`config.mk`:
```
export PLATFORM = sky130hd
export DESIGN_NAME = button_debouncer
export DESIGN_NICKNAME = d
export VERILOG_FILES = /design/src/rtl/button_debouncer.sv
export SDC_FILE = /design/constraint.sdc
export NUM_CORES = 1
export LEC_CHECK = 0
export CAP_MARGIN = 20
export CORE_MARGIN = 5
export CORE_UTILIZATION = 55
export DETAILED_ROUTE_END_ITERATION = 16
export GPL_TIMING_DRIVEN = 0
export PLACE_DENSITY = 0.73
export SLEW_MARGIN = 25
export SYNTH_ARGS = -nofsm -noshare
export SYNTH_HDL_FRONTEND = slang
export SYNTH_SLANG_ARGS = --single-unit
```
`constraint.sdc`:
```
create_clock -name clk -period 2.56 [get_ports clk]
set_input_delay 0.512 -clock clk [delete_from_list [all_inputs] [get_ports clk]]
set_output_delay 0.512 -clock clk [all_outputs]
set_load 0.05 [all_outputs]
```
`src/rtl/button_debouncer.sv`:
```
// -----------------------------------------------------------------------------
// button_debouncer
//
// Brings a raw, asynchronous, active-low push-button into the clk domain
// through a two-flop synchronizer. The debounced level changes only after the
// synchronized input has held a new level for DEBOUNCE_CYCLES consecutive
// cycles. Any opposite sample during that time restarts qualification.
// Both outputs are registered (Moore), so there is no combinational path from
// rawButton to either output.
//
// Ports:
//   clk        in   system clock; all state changes on the rising edge
//   rst        in   asynchronous, active-high reset
//   rawButton  in   raw button pin, active-low, asynchronous, may bounce
//   outButton  out  debounced active-low level (1 = released, 0 = pressed)
//   busy       out  high while a candidate transition is being qualified
// -----------------------------------------------------------------------------
module button_debouncer #(
    parameter int DEBOUNCE_CYCLES = 500000,
    parameter int CNT_WIDTH       = 20
) (
    input  logic clk,
    input  logic rst,
    input  logic rawButton,
    output logic outButton,
    output logic busy
);

    typedef enum logic [1:0] {
        RELEASED        = 2'b00,
        CONFIRM_PRESS   = 2'b01,
        PRESSED         = 2'b10,
        CONFIRM_RELEASE = 2'b11
    } state_t;

    // Terminal count: the input must hold for this many increments beyond the
    // cycle that entered the confirm state.
    localparam logic [CNT_WIDTH-1:0] CNT_LAST = CNT_WIDTH'(DEBOUNCE_CYCLES - 1);

    logic                 sync1_q, sync1_d;
    logic                 sync2_q, sync2_d;
    state_t               state_q, state_d;
    logic [CNT_WIDTH-1:0] cnt_q, cnt_d;
    logic                 out_q, out_d;
    logic                 busy_q, busy_d;

    // Synchronizer: straight flop-to-flop, nothing in between.
    always_comb begin
        sync1_d = rawButton;
        sync2_d = sync1_q;
    end

    // State register (includes synchronizer, counter and registered outputs).
    always_ff @(posedge clk or posedge rst) begin
        if (rst) begin
            sync1_q <= 1'b1;
            sync2_q <= 1'b1;
            state_q <= RELEASED;
            cnt_q   <= '0;
            out_q   <= 1'b1;
            busy_q  <= 1'b0;
        end else begin
            sync1_q <= sync1_d;
            sync2_q <= sync2_d;
            state_q <= state_d;
            cnt_q   <= cnt_d;
            out_q   <= out_d;
            busy_q  <= busy_d;
        end
    end

    // Next-state logic. The counter is cleared on every state change so each
    // qualification starts from zero and can never exceed CNT_LAST.
    always_comb begin
        state_d = state_q;
        cnt_d   = cnt_q;
        case (state_q)
            RELEASED: begin
                cnt_d = '0;
                if (!sync2_q) begin
                    state_d = CONFIRM_PRESS;
                end
            end
            CONFIRM_PRESS: begin
                if (sync2_q) begin
                    state_d = RELEASED;
                    cnt_d   = '0;
                end else if (cnt_q == CNT_LAST) begin
                    state_d = PRESSED;
                    cnt_d   = '0;
                end else begin
                    cnt_d = cnt_q + CNT_WIDTH'(1);
                end
            end
            PRESSED: begin
                cnt_d = '0;
                if (sync2_q) begin
                    state_d = CONFIRM_RELEASE;
                end
            end
            CONFIRM_RELEASE: begin
                if (!sync2_q) begin
                    state_d = PRESSED;
                    cnt_d   = '0;
                end else if (cnt_q == CNT_LAST) begin
                    state_d = RELEASED;
                    cnt_d   = '0;
                end else begin
                    cnt_d = cnt_q + CNT_WIDTH'(1);
                end
            end
            default: begin
                state_d = RELEASED;
                cnt_d   = '0;
            end
        endcase
    end

    // Output logic, decoded from the next state so the registered outputs
    // change on the same edge as the state they describe.
    always_comb begin
        out_d  = 1'b1;
        busy_d = 1'b0;
        case (state_d)
            RELEASED:        begin out_d = 1'b1; busy_d = 1'b0; end
            CONFIRM_PRESS:   begin out_d = 1'b1; busy_d = 1'b1; end
            PRESSED:         begin out_d = 1'b0; busy_d = 1'b0; end
            CONFIRM_RELEASE: begin out_d = 1'b0; busy_d = 1'b1; end
            default:         begin out_d = 1'b1; busy_d = 1'b0; end
        endcase
    end

    assign outButton = out_q;
    assign busy      = busy_q;

endmodule

```
==> flow_summary.ini, run 1 <==
[floorplanning]
start_util_pct = 56.17
die_w_um = 57.07
die_h_um = 57.07
die_area_sq_um = 3257
floorplan.core_area_sq_um = 2170
core_rows = 17
io_pins = 5

[timing]
timing.final.crit_period_ns = 2.154
worstMarginPinSlew_ns = 0.9162
drv_slew = 0
max_freq_mhz = 464.3
finalSetupViolations = 0
finalWorstSetupSlack_ns = 0.4063
final.setup_skew_ns = 0.008956
slew_headroom_pct = 38.86
hold_viol_final = 0
final.hold.worst_slack_ns = 0.3702
grt_setup_unrepaired = no
final_worst_path_cycle_share_pct = 84.13
setup-tns-final_ns = 0

[global_routing]
grt.total_usage_pct = 15.01
via_count_of_the_first_global_routing_pass = 866
grt_first_pass_wirelength_mm = 3.891
grt_max_degree = 26
grt_antenna_before_repair = 0
globalRoute.totalOverflow = 0

[drt]
wl_mm = 2.103
drt_pre_antenna_iters = 4
post_dr_vias_cell = 5.606
postRouteAntennaNets = 0
via_count = 869
detail_route.wl_per_cell_um = 13.57
detail_route.iter0.violations = 16
drt_drc_violations_left = 0

[run]
timing.max_cap.violations = 0

[worst_setup_path]
worstPathCellList = clkdlybuf4s50_1
timing.critical_path.fanout_max = 1
regToRegSetupSlack_ns = 0.58
criticalPathCategory = flip-flop to output pin
timing.critical_path.buf_inv = 1
critical-path-max-stage-delay_ns = 0.79
cpLargestDelayFamily = buffers and inverters
critical_path.startpoint_type = flip-flop
cpMaxStageDelayCell = sky130_fd_sc_hd__clkdlybuf4s50_1
cp_data_required_time_ns = 2.05
worst_r2r_startpoint = cnt_q[0]
reg2reg_to = cnt_q[18]
count_of_cells_along_the_worst_register_to_register_path = 5
crit_path_end_kind = output pin
critical_path_arrival_ns = 1.64

[clocking]
cts_max_level = 1
cts_made_buffers = 3
clock_latency_late_sink_ns = 0.31
postCtsHoldBufs = 0
cts_tree = done
clock-sinks = 25
clkTransAtPathRegs_ns = 0.13
post_cts.repair.setup_buffers = 0
cts.path.max_buffers = 2
cts-root-buf = sky130_fd_sc_hd__clkbuf_4
ctsResizeCount = 0

[pwr]
pleak_nw = 0.5003
power-per-cell-area_nw_per_um2 = 454.0
power.ir.vdd_worst_uv = 363.8

[logic_synthesis]
synth_seq_cells = 25
netlist.area_leader.share_pct = 45.17
synthesis.nets = 123
synth_commonest_cells = sky130_fd_sc_hd__dfrtp_1 (22), sky130_fd_sc_hd__nor2_1 (20), sky130_fd_sc_hd__xnor2_1 (13)
post-synth-top-count-cell = sky130_fd_sc_hd__dfrtp_1
synthFlopType = sky130_fd_sc_hd__dfrtp_1
yosys-top-cells-area = sky130_fd_sc_hd__dfrtp_1 (45%), sky130_fd_sc_hd__xnor2_1 (9.3%), sky130_fd_sc_hd__dfstp_2 (6.5%), sky130_fd_sc_hd__nor2_1 (6.2%), sky130_fd_sc_hd__nand4_4 (3.5%)
netlist_instances = 119
post-synth-top-area-cell = sky130_fd_sc_hd__dfrtp_1
synthDistinctLibCells = 27
seq_area_frac_synth_pct = 51.64
yosysWarningCount = 0
async_flop_share_pct = 100.0
number_of_flops_mapped_to_enable_cells_by_yosys = 0
post_synth.cell_area_avg_sq_um = 10.24
synthesis.area_sq_um = 1219

[place]
dpl.hpwl_mm = 1.512
place_area_sq_um = 1294
place_worst_setup_slack_ns = 0.6203
gpl.final_weighted_congestion = 0.7678
placement.io_buffers = 4

[worst_hold_path]
min_delay_worst_endpoint = sync2_q
timing.hold.worst_path_depth = 0
worstHoldPathType = flip-flop to flip-flop
hold_path_startpoint = sync1_q

[run_status]
outcome = completed

[cells_and_area]
nNetsFinal = 132
synthesis_to_layout_area_growth_pct = 8.317
antennaDiodeCount = 0
drive_gt1_share_pct = 12.60
finalInstanceArea_sq_um = 1320
fill_cells = 192
[metrics by stage]
stage	total power, mW	utilization, %	cells
floorplan	0.4280	-	119
global placement	0.4373	59.63	151
detailed placement	0.4382	59.63	151
CTS	0.6078	60.84	155
global route	0.6301	60.84	155
finish	0.5993	60.84	155
[logic make-up (layout without fill, tap and decap cells)]
group / count (synthesis) / after routing / share of synthesized area, %
buffers and inverters: 9 / 17 / 3.080
AND/OR/NAND/NOR: 59 / 59 / 27.21
adder cells (fa/ha/maj): 1 / 1 / 1.027
AO/OA/AOI/OAI: 7 / 7 / 3.798
multiplexers: 2 / 2 / 1.745
XOR/XNOR: 16 / 16 / 11.50
flip-flops: 25 / 25 / 51.64
[power breakdown]
group          leakage, nW  internal [mW]  switching (mW)
logic                0.150        0.00809          0.0185
registers            0.336          0.400         0.00321
clock network       0.0150         0.0609           0.108
[metal layers]
layer | global-route usage (%) | part of all wire (%) | up-vias
met5 | 0 | 0 | -
met3 | 2.262 | 2.4 | 4
met4 | 5.960 | 1.4 | 0
li1 | - | - | 432
met2 | 23.65 | 48 | 11
met1 | 20.74 | 48 | 422
[cells in the final DEF, fill, tap and decap left out, drive strengths merged]
master	netlist	layout
clkdlybuf4s50	0	4
inv	6	6
or4	2	2
ha	1	1
nor3	7	7
nor2b	1	1
dfrtp	22	22
nand2	6	6
xor2	3	3
mux2	1	1
a31o	1	1
xnor2	13	13
nor2	20	20
nand4	7	7
or4b	1	1
nor4b	1	1
a21oi	3	3
and4	1	1
dfstp	3	3
o21ai	3	3
nand3	7	7
mux2i	1	1
buf	3	3
nor4	3	3
or3	3	3
clkbuf	0	4
[how the worst max path moves through the flow]
| stage | startpoint | to | slack, ns | cells after the start |
|---|---|---|---|---|
| floorplan | cnt_q[0] | cnt_q[18] | 0.77 | 5 |
| detailed placement | cnt_q[5] | outButton | 0.62 | 4 |
| global route | outButton | outButton | 0.37 | 1 |
| finish | outButton | outButton | 0.41 | 1 |
| global placement | cnt_q[0] | cnt_q[18] | 0.65 | 5 |
| CTS | outButton | outButton | 0.39 | 1 |
[flip-flops by register name, summed over array words and instances, names as in the netlist]
name / count
state_q: 2
outButton: 1
sync2_q: 1
sync1_q: 1
cnt_q: 20
[area by class of cell]
cell class / instances / area [sq um] / area share [%]
Tap cell: 28 / 35.03 / 2.654
Inverter: 6 / 22.52 / 1.706
Multi-Input combinational cell: 85 / 551.8 / 41.80
Clock buffer: 4 / 26.28 / 1.991
Timing Repair Buffer: 4 / 40.04 / 3.033
Buffer: 3 / 15.01 / 1.137
Sequential cell: 25 / 629.4 / 47.68
[worst register-to-register path, stage by stage, from the launching register on]
cell and delay, ns:
sky130_fd_sc_hd__dfrtp_1 0.42, sky130_fd_sc_hd__ha_1 0.26, sky130_fd_sc_hd__nand4_4 0.16, sky130_fd_sc_hd__or4_1 0.58
sky130_fd_sc_hd__or3_1 0.32, sky130_fd_sc_hd__a21oi_1 0.15
No activity file was read; power rests on OpenSTA's default activity.
==> run 2, diff against run 1 <==
Clock period 2.56 ns to 2.2 ns, I/O delays scaled along.
==> results of run 2 <==
Same layout as run 1 (identical final DEF). Status: completed.
Main changes from that run: setup slack after placement 0.6203 ns -> 0.2603 ns; setup slack after layout 0.4063 ns -> 0.1183 ns; register-to-register setup slack 0.58 ns -> 0.22 ns; total power 0.5993 mW -> 0.6974 mW; worst IR drop on VDD 363.8 uV -> 423.3 uV
